**config.mk**
```make
export PLATFORM = sky130hd
export DESIGN_NAME = cpu_test_sequencer
export DESIGN_NICKNAME = d
export VERILOG_FILES = /design/src/rtl/cpu_test_pkg.sv /design/src/rtl/cpu_test_sequencer.sv
export SDC_FILE = /design/constraint.sdc
export NUM_CORES = 1
export LEC_CHECK = 0
export BUFFER_PORTS_ARGS = -buffer_cell sky130_fd_sc_hd__clkbuf_2
export CORE_UTILIZATION = 30
export CTS_CLUSTER_SIZE = 10
export DETAILED_ROUTE_END_ITERATION = 6
export GPL_TIMING_DRIVEN = 0
export PLACE_DENSITY = 0.63
export SETUP_SLACK_MARGIN = 0.4
export SLEW_MARGIN = 5
export SYNTH_ARGS = -nofsm -noshare
export SYNTH_HDL_FRONTEND = slang
export SYNTH_SLANG_ARGS = --single-unit
```
**constraint.sdc**
```tcl
create_clock -name clock -period 1.9 [get_ports clock]
set_clock_uncertainty 0.1 [all_clocks]
set_input_delay 0.19 -clock clock [delete_from_list [all_inputs] [get_ports clock]]
set_output_delay 0.19 -clock clock [all_outputs]
set_load 0.01 [all_outputs]
```
**src/rtl/cpu_test_pkg.sv**
```systemverilog
// Shared definitions for the CPU test sequencer: sequencer state encoding,
// default sizes and the memory-port widths used by CPUTop.
package cpu_test_pkg;

    // Tester-port widths matching CPUTop's memories
    localparam int unsigned CPU_ADDR_W       = 16;
    localparam int unsigned CPU_DATA_W       = 32;

    // Default sequence sizes
    localparam int unsigned DEF_PROG_WORDS   = 256;
    localparam int unsigned DEF_DATA_WORDS   = 256;
    localparam int unsigned DEF_DUMP_WORDS   = 256;
    localparam int unsigned DEF_STEP_MAX     = 20000;
    localparam int unsigned DEF_CNT_W        = 32;

    // Sequencer phases, in the order a full sequence visits them
    typedef enum logic [2:0] {
        ST_IDLE      = 3'd0,
        ST_LOAD_PROG = 3'd1,
        ST_LOAD_DATA = 3'd2,
        ST_RUN       = 3'd3,
        ST_DUMP_RD   = 3'd4,
        ST_DUMP_CAP  = 3'd5,
        ST_DUMP_OUT  = 3'd6
    } seq_state_e;

endpackage

```
**src/rtl/cpu_test_sequencer.sv**
```systemverilog
// Harness controller for CPUTop: loads program and data memories from a host
// word stream, runs the CPU until done or a cycle budget expires, then streams
// a window of data memory back to the host.
module cpu_test_sequencer
    import cpu_test_pkg::*;
#(
    parameter int unsigned ADDR_W     = CPU_ADDR_W,
    parameter int unsigned DATA_W     = CPU_DATA_W,
    parameter int unsigned PROG_WORDS = DEF_PROG_WORDS,
    parameter int unsigned DATA_WORDS = DEF_DATA_WORDS,
    parameter int unsigned DUMP_WORDS = DEF_DUMP_WORDS,
    parameter int unsigned STEP_MAX   = DEF_STEP_MAX,
    parameter int unsigned CNT_W      = DEF_CNT_W
) (
    input  logic              clock,
    input  logic              reset,
    input  logic              start,
    input  logic              in_valid,
    input  logic [DATA_W-1:0] in_data,
    output logic              in_ready,
    output logic              out_valid,
    output logic [DATA_W-1:0] out_data,
    input  logic              out_ready,
    output logic              cpu_run,
    input  logic              cpu_done,
    output logic              prog_en,
    output logic              prog_we,
    output logic [ADDR_W-1:0] prog_addr,
    output logic [DATA_W-1:0] prog_wdata,
    output logic              data_en,
    output logic              data_we,
    output logic [ADDR_W-1:0] data_addr,
    output logic [DATA_W-1:0] data_wdata,
    input  logic [DATA_W-1:0] data_rdata,
    output logic              busy,
    output logic              timeout,
    output logic [CNT_W-1:0]  cycles
);

    // Word counts must be non-zero and addressable by the counter, and the
    // step budget must be representable by the cycle counter.
    if (PROG_WORDS == 0 || 64'(PROG_WORDS) > (64'd1 << ADDR_W)) begin : g_bad_prog
        $error("cpu_test_sequencer: PROG_WORDS out of range for ADDR_W");
    end
    if (DATA_WORDS == 0 || 64'(DATA_WORDS) > (64'd1 << ADDR_W)) begin : g_bad_data
        $error("cpu_test_sequencer: DATA_WORDS out of range for ADDR_W");
    end
    if (DUMP_WORDS == 0 || 64'(DUMP_WORDS) > (64'd1 << ADDR_W)) begin : g_bad_dump
        $error("cpu_test_sequencer: DUMP_WORDS out of range for ADDR_W");
    end
    if (STEP_MAX == 0 || (CNT_W < 32 && 64'(STEP_MAX) > (64'd1 << CNT_W))) begin : g_bad_step
        $error("cpu_test_sequencer: STEP_MAX out of range for CNT_W");
    end

    // Terminal counter values for each phase
    localparam logic [ADDR_W-1:0] PROG_LAST = ADDR_W'(PROG_WORDS - 1);
    localparam logic [ADDR_W-1:0] DATA_LAST = ADDR_W'(DATA_WORDS - 1);
    localparam logic [ADDR_W-1:0] DUMP_LAST = ADDR_W'(DUMP_WORDS - 1);
    localparam logic [CNT_W-1:0]  STEP_LAST = CNT_W'(STEP_MAX - 1);

    // State and datapath registers
    seq_state_e        state_q,    state_d;
    logic [ADDR_W-1:0] cnt_q,      cnt_d;
    logic [CNT_W-1:0]  cycles_q,   cycles_d;
    logic              timeout_q,  timeout_d;
    logic [DATA_W-1:0] out_data_q, out_data_d;

    // Combinational port drivers
    logic              in_ready_s;
    logic              out_valid_s;
    logic              cpu_run_s;
    logic              prog_en_s;
    logic              prog_we_s;
    logic [ADDR_W-1:0] prog_addr_s;
    logic [DATA_W-1:0] prog_wdata_s;
    logic              data_en_s;
    logic              data_we_s;
    logic [ADDR_W-1:0] data_addr_s;
    logic [DATA_W-1:0] data_wdata_s;

    // Next-state, counter updates and memory/handshake outputs for each phase
    always_comb begin
        state_d      = state_q;
        cnt_d        = cnt_q;
        cycles_d     = cycles_q;
        timeout_d    = timeout_q;
        out_data_d   = out_data_q;
        in_ready_s   = 1'b0;
        out_valid_s  = 1'b0;
        cpu_run_s    = 1'b0;
        prog_en_s    = 1'b0;
        prog_we_s    = 1'b0;
        prog_addr_s  = {ADDR_W{1'b0}};
        prog_wdata_s = {DATA_W{1'b0}};
        data_en_s    = 1'b0;
        data_we_s    = 1'b0;
        data_addr_s  = {ADDR_W{1'b0}};
        data_wdata_s = {DATA_W{1'b0}};

        case (state_q)
            ST_IDLE: begin
                // Results of the previous sequence stay visible until a new start
                if (start) begin
                    state_d   = ST_LOAD_PROG;
                    cnt_d     = {ADDR_W{1'b0}};
                    cycles_d  = {CNT_W{1'b0}};
                    timeout_d = 1'b0;
                end else begin
                    state_d   = ST_IDLE;
                end
            end

            ST_LOAD_PROG: begin
                in_ready_s   = 1'b1;
                prog_addr_s  = cnt_q;
                prog_wdata_s = in_data;
                if (in_valid) begin
                    prog_en_s = 1'b1;
                    prog_we_s = 1'b1;
                    if (cnt_q == PROG_LAST) begin
                        cnt_d   = {ADDR_W{1'b0}};
                        state_d = ST_LOAD_DATA;
                    end else begin
                        cnt_d   = cnt_q + ADDR_W'(1);
                    end
                end else begin
                    cnt_d = cnt_q;
                end
            end

            ST_LOAD_DATA: begin
                in_ready_s   = 1'b1;
                data_addr_s  = cnt_q;
                data_wdata_s = in_data;
                if (in_valid) begin
                    data_en_s = 1'b1;
                    data_we_s = 1'b1;
                    if (cnt_q == DATA_LAST) begin
                        cnt_d   = {ADDR_W{1'b0}};
                        state_d = ST_RUN;
                    end else begin
                        cnt_d   = cnt_q + ADDR_W'(1);
                    end
                end else begin
                    cnt_d = cnt_q;
                end
            end

            ST_RUN: begin
                // The CPU owns both memories here; every run cycle is counted,
                // including the one in which done is seen. Done beats the budget.
                cpu_run_s = 1'b1;
                cycles_d  = cycles_q + CNT_W'(1);
                if (cpu_done) begin
                    timeout_d = 1'b0;
                    state_d   = ST_DUMP_RD;
                end else if (cycles_q == STEP_LAST) begin
                    timeout_d = 1'b1;
                    state_d   = ST_DUMP_RD;
                end else begin
                    state_d   = ST_RUN;
                end
            end

            ST_DUMP_RD: begin
                data_en_s   = 1'b1;
                data_addr_s = cnt_q;
                state_d     = ST_DUMP_CAP;
            end

            ST_DUMP_CAP: begin
                // Read data arrives one cycle after the DUMP_RD request
                out_data_d = data_rdata;
                state_d    = ST_DUMP_OUT;
            end

            ST_DUMP_OUT: begin
                out_valid_s = 1'b1;
                if (out_ready) begin
                    if (cnt_q == DUMP_LAST) begin
                        cnt_d   = {ADDR_W{1'b0}};
                        state_d = ST_IDLE;
                    end else begin
                        cnt_d   = cnt_q + ADDR_W'(1);
                        state_d = ST_DUMP_RD;
                    end
                end else begin
                    state_d = ST_DUMP_OUT;
                end
            end

            default: begin
                state_d = ST_IDLE;
                cnt_d   = {ADDR_W{1'b0}};
            end
        endcase
    end

    // State, counters and result registers; reset abandons any sequence
    always_ff @(posedge clock) begin
        if (reset) begin
            state_q    <= ST_IDLE;
            cnt_q      <= {ADDR_W{1'b0}};
            cycles_q   <= {CNT_W{1'b0}};
            timeout_q  <= 1'b0;
            out_data_q <= {DATA_W{1'b0}};
        end else begin
            state_q    <= state_d;
            cnt_q      <= cnt_d;
            cycles_q   <= cycles_d;
            timeout_q  <= timeout_d;
            out_data_q <= out_data_d;
        end
    end

    assign in_ready   = in_ready_s;
    assign out_valid  = out_valid_s;
    assign out_data   = out_data_q;
    assign cpu_run    = cpu_run_s;
    assign prog_en    = prog_en_s;
    assign prog_we    = prog_we_s;
    assign prog_addr  = prog_addr_s;
    assign prog_wdata = prog_wdata_s;
    assign data_en    = data_en_s;
    assign data_we    = data_we_s;
    assign data_addr  = data_addr_s;
    assign data_wdata = data_wdata_s;
    assign busy       = (state_q != ST_IDLE);
    assign timeout    = timeout_q;
    assign cycles     = cycles_q;

endmodule

```
==> results.cfg, run 1 <==
[timing]
fin_ws_ns = -0.110
final_max_slew_viol_count = 0
setup_tns_ns = -4.15
worst-slew-pin-transition_ns = 0.722
period_needed_ns = 2.01
slew_headroom_pct = 51.9
finalHoldViolCount = 0
maxClockFrequency_mhz = 497
rsz0062_at_grt = yes
finalCritPeriodShare_pct = 106
setup_violations = 85

[detailed_routing]
wirelength_um = 21100
drt_iter0_drc = 273
drc = 23
viasPerCell = 5.17
vias = 5937
ant_nets = 0
dr.pass1.iters = 7
wl_per_cell_um = 18.4

[yosys]
synth_top_area_cell = dfxtp_1
ys_ff_latch = 84
synth_edf_count = 0
syn_inst = 592
synthArstFlopShare_pct = 0
netlist.area_leader.share_pct = 36.9
avgSynthCellArea_um2 = 7.70
synth_area_mm2 = 0.00456
syn_nets = 664
synth_seq_area_share_pct = 36.9
synth_cell_types = 52
synth_area_leaders = dfxtp_1, and2_1, nand2_1
yosysWarningCount = 0
synth_flop_cell = dfxtp_1

[clock_network]
clkTransAtPathRegs_ns = 0.07
cts_tree = yes
cts_buffers = 9
clockBufferDepth = 2
clkLatencyLatePin_ns = 0.35
clock-sinks = 84
htree_levels = 3
cts_root_buffer = clkbuf_16

[global_routing]
grt_pass1_vias = 5223
grt-ovfl-total = 0
antenna_found_initial = 0
grt_start_max_net_pins = 15
grtUsageTotal_pct = 22.5
grt_pass1_wl_um = 27700

[hold_path]
hold_class = input pin to flop

[floorplanning]
start_util_pct = 31.0
coreArea_mm2 = 0.0147
die_x_um = 125
die_area_mm2 = 0.0157
die_y_um = 125
num_rows = 44
ios = 239

[place]
gp_congestion = 0.836
portBuffers = 237
placedCellCount = 1013
hpwl_um = 12100

[layout]
stdcell_count = 1148
n_antenna_cell = 0
syn_to_final_growth_pct = 109
nNetsFinal = 1031
drive_gt1_share_pct = 65.7

[worst_setup_path]
path_delay_family = simple AND/OR/NAND/NOR gates
cp_max_fo = 5
worst-path-buf-inv = 1
crit_chain = or4_4 -> nor4_4 -> nor3_2 -> nor2_2 -> buf_6 -> nor2_1
critical_path.slowest_cell = or4_4
cpPeakStageDelay_ns = 0.56
cp-start-kind = flop
end_kind = flop
critPathRequiredTime_ns = 2.04
crit_type = flop to flop
cp_data_arrival_time_ns = 2.15

[outcome]
violations = design-rule violations, negative setup slack
status = finished with violations

[flow_run]
drv_cap = 0

[pwr]
ir_worst_vdd_mv = 0.557
leakagePower_nw = 4.36
p_per_area_mw_per_mm2 = 843
-- cell usage after synthesis, types with 3 or more instances --
cell      instances
a21oi_1          52
dfxtp_1          84
a31oi_1           3
or2_2             7
clkbuf_1         25
nor2b_1           3
xor2_1            5
nor2_2            3
and3_1           10
xnor2_1          10
inv_1             6
o21ai_0           5
nor2_1           44
and2_1           99
nand2_1          97
nand3_1          26
buf_2            10
nand4_1          19
nor3_1           12
nor4_1           13
o21a_1            4
mux2_2            8
or3_1             4
o211ai_1          5
-- timing repair --
| action | CTS | global route |
|---|---|---|
| cloned | 8 | 8 |
| hold buffers | 32 | 0 |
| endpoints found under the setup margin | 186 | 188 |
| resized for setup | 195 | 416 |
| pin swaps | 49 | 136 |
| setup buffers | 42 | 29 |
| endpoints found under the hold margin | 32 | 0 |
-- metal layers --
metal / share of wire, % / up-vias / global-route usage, %
met3: 5.7 / 74 / 5.73
met2: 52 / 279 / 39.9
met4: 4.7 / 0 / 8.68
met1: 38 / 2824 / 25.9
li1: - / 2760 / -
met5: 0 / - / 0
-- tightest hold or removal path, delay by kind of cell --
| family | cells | cell delay (ns) |
|---|---|---|
| and+or+nand+nor | 2 | 0.13 |
| buffers and inverters | 1 | 0.11 |
| AOI/OAI and AO/OA | 1 | 0.05 |
-- power breakdown --
| part | leakage (nW) | internal, W | switching, W |
|---|---|---|---|
| logic | 3.52 | 0.00238 | 0.00192 |
| registers | 0.692 | 0.00180 | 0.0000409 |
| clock network | 0.150 | 0.00115 | 0.000756 |
-- placed cells by master, fill, tap and decap left out, drive strengths merged, types with 2 or more instances in the layout --
cell	count
nand3b	3
nor4	16
bufinv	2
clkinvlp	2
dlygate4sd3	32
and2	99
nand2	97
o31ai	2
mux2	8
or2	8
buf	211
and4	2
a21oi	52
dfxtp	84
xor2	5
or4	3
ha	2
and3	10
clkinv	2
o21a	4
nand2b	2
nor3b	3
nand3	28
nor2b	3
o211a	2
o21ai	6
clkbuf	161
nor3	12
or3	4
xnor2	10
nand4	20
inv	5
o211ai	5
o41ai	2
a31oi	3
nor2	47
-- logic make-up (layout without fill, tap and decap cells) --
family,count (synthesis),after routing,share of synthesized area (%)
AND/OR/NAND/NOR,356,357,42.5
flip-flops,84,84,36.9
AO/OA/AOI/OAI,82,82,10.9
buffers and inverters,44,415,4.06
XOR/XNOR,15,15,2.88
multiplexers,9,9,2.19
adder cells (fa/ha/maj),2,2,0.549
-- layout make-up --
class | instances | area, um2
plain buffers | 38 | 458
clock buffers | 11 | 233
clock inverters | 5 | 77.6
fillers | 1099 | 5150
inverters | 6 | 26.3
multi-input cells | 465 | 3710
flip-flops and latches | 84 | 1730
well taps | 184 | 230
repair buffers | 355 | 3080
-- metrics by stage --
step           util (%)  instance area [um2]  power [W]  setup slack (ns)  hold slack (ns)
4_1_cts            53.7                 7900    0.00691           -0.0730           0.0635
2_1_floorplan         -                 4720    0.00314            0.0552            0.226
3_5_place_dp       41.7                 6130    0.00391            -0.196            0.319
3_3_place_gp       41.7                 6130    0.00391            -0.186            0.314
5_1_grt            64.9                 9550    0.00836            -0.197           0.0908
6_report           64.9                 9550    0.00804            -0.110           0.0866
-- registers in the layout (all words and copies together), names as in the netlist --
signal    cells
state_q       3
cnt_q        16
out_data     32
timeout       1
cycles       32
-- path summary, 6_finish.rpt --
path / start / to / slack (ns) / cells after the start
setup reg to reg: cnt_q[14]$_SDFFE_PP0P_ / cnt_q[10]$_SDFFE_PP0P_ / -0.11 / 6
hold / removal: cpu_done / timeout$_SDFFE_PP0P_ / 0.09 / 4
hold reg to reg: out_data[20]$_SDFFE_PP0P_ / out_data[20]$_SDFFE_PP0P_ / 0.36 / 2
setup / recovery: cnt_q[14]$_SDFFE_PP0P_ / cnt_q[10]$_SDFFE_PP0P_ / -0.11 / 6
No activity file was read; power rests on OpenSTA's default activity.
==> run 2, diff against run 1 <==
==> constraint.sdc (replaced) <==
create_clock -name clock -period 1.9 [get_ports clock]
set_clock_uncertainty 0.1 [all_clocks]
set_input_delay 0.38 -clock clock [delete_from_list [all_inputs] [get_ports clock]]
set_output_delay 0.38 -clock clock [all_outputs]
set_load 0.01 [all_outputs]
==> results.cfg, run 2 (same netlist as run 1, synthesis figures left out) <==
[detailed_routing]
vias = 5685
drt_iter0_drc = 284
viasPerCell = 5.08
ant_nets = 0
wl_per_cell_um = 16.6
wirelength_um = 18600
dr.pass1.iters = 7
drc = 23

[timing]
rsz0062_at_grt = yes
slew_headroom_pct = 50.0
finalCritPeriodShare_pct = 113
period_needed_ns = 2.15
fin_ws_ns = -0.253
worst-slew-pin-transition_ns = 0.750
final_max_slew_viol_count = 0
finalHoldViolCount = 0
setup_violations = 138
maxClockFrequency_mhz = 464

[place]
hpwl_um = 11700
placedCellCount = 1013
gp_congestion = 0.804
portBuffers = 237

[global_routing]
grt_start_max_net_pins = 14
grt_pass1_wl_um = 25700
grt-ovfl-total = 0
grtUsageTotal_pct = 20.6
antenna_found_initial = 0
grt_pass1_vias = 5053

[clock_network]
cts_tree = yes
htree_levels = 3
clockBufferDepth = 2
cts_buffers = 9
cts_root_buffer = clkbuf_16
clkTransAtPathRegs_ns = 0.06
clock-sinks = 84
clkLatencyLatePin_ns = 0.35

[floorplanning]
ios = 239
start_util_pct = 31.0
die_y_um = 125
coreArea_mm2 = 0.0147
num_rows = 44
die_x_um = 125
die_area_mm2 = 0.0157

[flow_run]
drv_cap = 0

[layout]
nNetsFinal = 1003
layout_commonest_cell = clkbuf_2
multi_input_area_mm2 = 0.00369
drive_gt1_share_pct = 67.8
final_cell_mix = clkbuf_2, buf_6, and2_4
utilization_pct = 62.4
register_area_mm2 = 0.00172
syn_to_final_growth_pct = 101
nFillCells = 1170
stdcell_count = 1120
n_antenna_cell = 0

[worst_setup_path]
cpPeakStageDelay_ns = 0.33
cp-start-kind = flop
crit_type = flop to output pin
path_delay_family = buffers and inverters
cp_data_arrival_time_ns = 1.67
cp_max_fo = 7
crit_chain = buf_8 -> nor3b_4 -> buf_6 -> buf_6 -> clkbuf_16 -> and2_4 -> buf_8
critical_path.slowest_cell = dfxtp_2
end_kind = output pin
critPathRequiredTime_ns = 1.42
worst-path-buf-inv = 5

[pwr]
leakagePower_nw = 4.23
p_per_area_mw_per_mm2 = 861
ir_worst_vdd_mv = 0.422

[outcome]
violations = design-rule violations, negative setup slack
status = finished with violations

[hold_path]
hold_class = input pin to flop
run 2: cell count changes in the layout (fill, tap and decap cells not counted), sizes merged:
cell          previous run  this run
dlymetal6s2s             0         1
clkinvlp                 2         1
dlygate4sd3             32         0
buf                    211       179
bufinv                   2         1
clkbuf                 161       198
run 2: worst reg2reg max path: stages (launching register included):
cell and delay, ns:
dfxtp_4 0.35, or4_4 0.56, nor4_4 0.30, buf_4 0.19, nor3_4 0.05, nor2_4 0.16
buf_6 0.15, nor2_1 0.04
run 2: stage by stage:
stage | cell area, um2 | TNS [ns] | hold slack, ns | power [W] | setup slack (ns)
floorplan | 5090 | 0 | 0.363 | 0.00362 | 0.0552
global placement | 6500 | -7.81 | 0.342 | 0.00438 | -0.195
detailed placement | 6500 | -7.53 | 0.349 | 0.00439 | -0.209
CTS | 7860 | -23.07 | 0.134 | 0.00705 | -0.290
global route | 9170 | -31.03 | 0.149 | 0.00822 | -0.321
finish | 9170 | -21.85 | 0.145 | 0.00790 | -0.253
run 2: what timing repair did:
item	CTS	global route
hold buffers	0	0
setup endpoints to repair	188	189
gates resized for setup	113	298
buffers inserted	48	30
endpoints found under the hold margin	0	0
pin swaps	41	86
cloned	7	6
run 2: layout make-up:
cell class	instances	area share, %
inverters	6	0.382
plain buffers	38	5.50
multi-input cells	465	40.2
repair buffers	327	29.2
flip-flops and latches	84	18.8
clock inverters	3	0.464
clock buffers	13	2.96
well taps	184	2.51
run 2: final timing paths:
path	from	to	slack (ns)	cells after the start
worst min-delay path	data_rdata[19]	out_data[19]$_SDFFE_PP0P_	0.15	3
worst max-delay path	state_q[1]$_SDFFE_PP0P_	prog_addr[0]	-0.25	7
worst max register to register	cnt_q[15]$_SDFFE_PP0P_	cnt_q[10]$_SDFFE_PP0P_	-0.11	7
worst min register to register	out_data[11]$_SDFFE_PP0P_	out_data[11]$_SDFFE_PP0P_	0.35	2
run 2: report_power, final:
group	total (W)	internal, W	switching (W)	leakage, nW
clock	0.00186	0.00113	0.000725	0.151
combinational	0.00420	0.00235	0.00185	3.38
sequential	0.00184	0.00180	0.0000385	0.690
total	0.00790	0.00529	0.00261	4.23
run 2: layer usage:
| layer | vias to the layer above | track usage [%] | part of all wire [%] |
|---|---|---|---|
| met5 | - | 0 | 0 |
| met4 | 0 | 9.18 | 3.0 |
| met3 | 39 | 4.58 | 5.9 |
| met2 | 217 | 35.8 | 51 |
| met1 | 2722 | 24.3 | 40 |
| li1 | 2707 | - | - |
==> run 3, diff against run 2 <==
Settings changed: BUFFER_PORTS_ARGS -buffer_cell sky130_fd_sc_hd__clkbuf_2 to -buffer_cell sky130_fd_sc_hd__buf_2.
==> results.cfg, run 3 (same netlist as run 1, synthesis figures left out) <==
[worst_setup_path]
cp_max_fo = 5
r2r_end = cnt_q[13]$_SDFFE_PP0P_
timing.rr.start = cnt_q[8]$_SDFFE_PP0P_
worstSetupStartpoint = state_q[1]$_SDFFE_PP0P_
critPathRequiredTime_ns = 1.42
reg2reg_setup_slack_ns = -0.18
end_kind = output pin
crit_end = data_addr[10]
crit_type = flop to output pin
worstRegToRegCells = 7
cp_data_arrival_time_ns = 1.67
cp-start-kind = flop

[pwr]
design_power_total_w = 0.00759
p_per_area_mw_per_mm2 = 838
ir_worst_vdd_mv = 0.392
leakagePower_nw = 4.15

[timing]
setup_violations = 138
finalCritPeriodShare_pct = 113
hold_ws_ns = 0.164
worst-slew-pin-transition_ns = 0.780
fin_ws_ns = -0.248
finalHoldViolCount = 0
period_needed_ns = 2.15
final_max_slew_viol_count = 0
maxClockFrequency_mhz = 466
slew_headroom_pct = 48.0
rsz0062_at_grt = yes

[flow_run]
drv_cap = 0

[floorplanning]
die_y_um = 125
coreArea_mm2 = 0.0147
die_area_mm2 = 0.0157
die_x_um = 125
start_util_pct = 31.0
num_rows = 44
ios = 239

[clock_network]
clock-sinks = 84
cts_tree = yes
htree_levels = 3
clockBufferDepth = 2
holdBufCountCts = 0
clkTransAtPathRegs_ns = 0.06
clkLatencyLatePin_ns = 0.34
cts_root_buffer = clkbuf_16
cts_buffers = 9

[detailed_routing]
vias = 5621
drt_iter0_drc = 267
drc = 23
wirelength_um = 18400
dr.pass1.iters = 7
ant_nets = 0
wl_per_cell_um = 16.5
viasPerCell = 5.06

[global_routing]
grtUsageTotal_pct = 21.8
antenna_found_initial = 1
grt_start_max_net_pins = 15
grt_pass1_wl_um = 27400
grt-ovfl-total = 0
grt_pass1_vias = 5281

[outcome]
violations = design-rule violations, negative setup slack
status = finished with violations

[layout]
multi_input_area_mm2 = 0.00375
stdcell_count = 1110
drive_gt1_share_pct = 69.6
nNetsFinal = 992
register_area_mm2 = 0.00172
utilization_pct = 61.6
layout_commonest_cell = buf_2
final_cell_mix = buf_2, buf_6, and2_4
nFillCells = 1217
syn_to_final_growth_pct = 98.6

[place]
place_ws_ns = -0.235
hpwl_um = 11700
placedCellCount = 1013
portBuffers = 237
gp_congestion = 0.796

[hold_path]
hold_class = input pin to flop
[run 3: how the worst min path moves through the flow]
stage                         startpoint                         to  slack [ns]  depth (start not counted)
2_1_floorplan      cnt_q[7]$_SDFFE_PP0P_      cnt_q[7]$_SDFFE_PP0P_        0.36                          1
4_1_cts                   data_rdata[31]  out_data[31]$_SDFFE_PP0P_        0.15                          3
3_5_place_dp   out_data[31]$_SDFFE_PP0P_  out_data[31]$_SDFFE_PP0P_        0.34                          2
3_3_place_gp   out_data[23]$_SDFFE_PP0P_  out_data[23]$_SDFFE_PP0P_        0.34                          2
6_report                   data_rdata[1]   out_data[1]$_SDFFE_PP0P_        0.16                          3
5_1_grt                    data_rdata[2]   out_data[2]$_SDFFE_PP0P_        0.16                          3
[run 3: per-stage QoR]
stage | instance area [um2] | setup TNS [ns]
4_1_cts | 8350 | -19.90
3_3_place_gp | 6500 | -7.49
5_1_grt | 9060 | -28.90
3_5_place_dp | 6500 | -6.78
6_report | 9060 | -20.91
2_1_floorplan | 5090 | 0
[run 3: layer usage]
metal / track usage (%) / vias to the layer above / wire, um
met5: 0 / - / 0
met4: 8.32 / 0 / 499
met3: 4.15 / 35 / 959
met2: 38.9 / 214 / 9510
met1: 25.9 / 2680 / 7400
li1: - / 2692 / -
[run 3: repair_timing]
item                                    CTS  global route
setup buffers                            48            21
hold endpoints to repair                  0             0
resized for setup                       229           139
pin swaps                                68            48
endpoints found under the setup margin  188           194
cloned                                   11             0
[run 3: power by group]
group / internal, W / switching, W
logic: 0.00224 / 0.00180
clock network: 0.000957 / 0.000749
registers: 0.00180 / 0.0000397
total: 0.00500 / 0.00259
[run 3: cell type report]
type                       count  area share (%)
timing repair buffer         316            28.1
buffer                        38            5.50
clock buffer                  11            2.79
multi-input combinational    465            41.4
inverter                       6           0.332
tap                          184            2.54
sequential                    84            19.0
antenna                        1          0.0276
clock inverter                 5           0.401
[run 3: worst max-delay path: stages (launching register included)]
cell	delay [ns]
dfxtp_2	0.36
buf_8	0.13
nor2b_4	0.17
nor2_4	0.05
nor2_4	0.22
buf_8	0.15
and2_4	0.15
buf_6	0.09
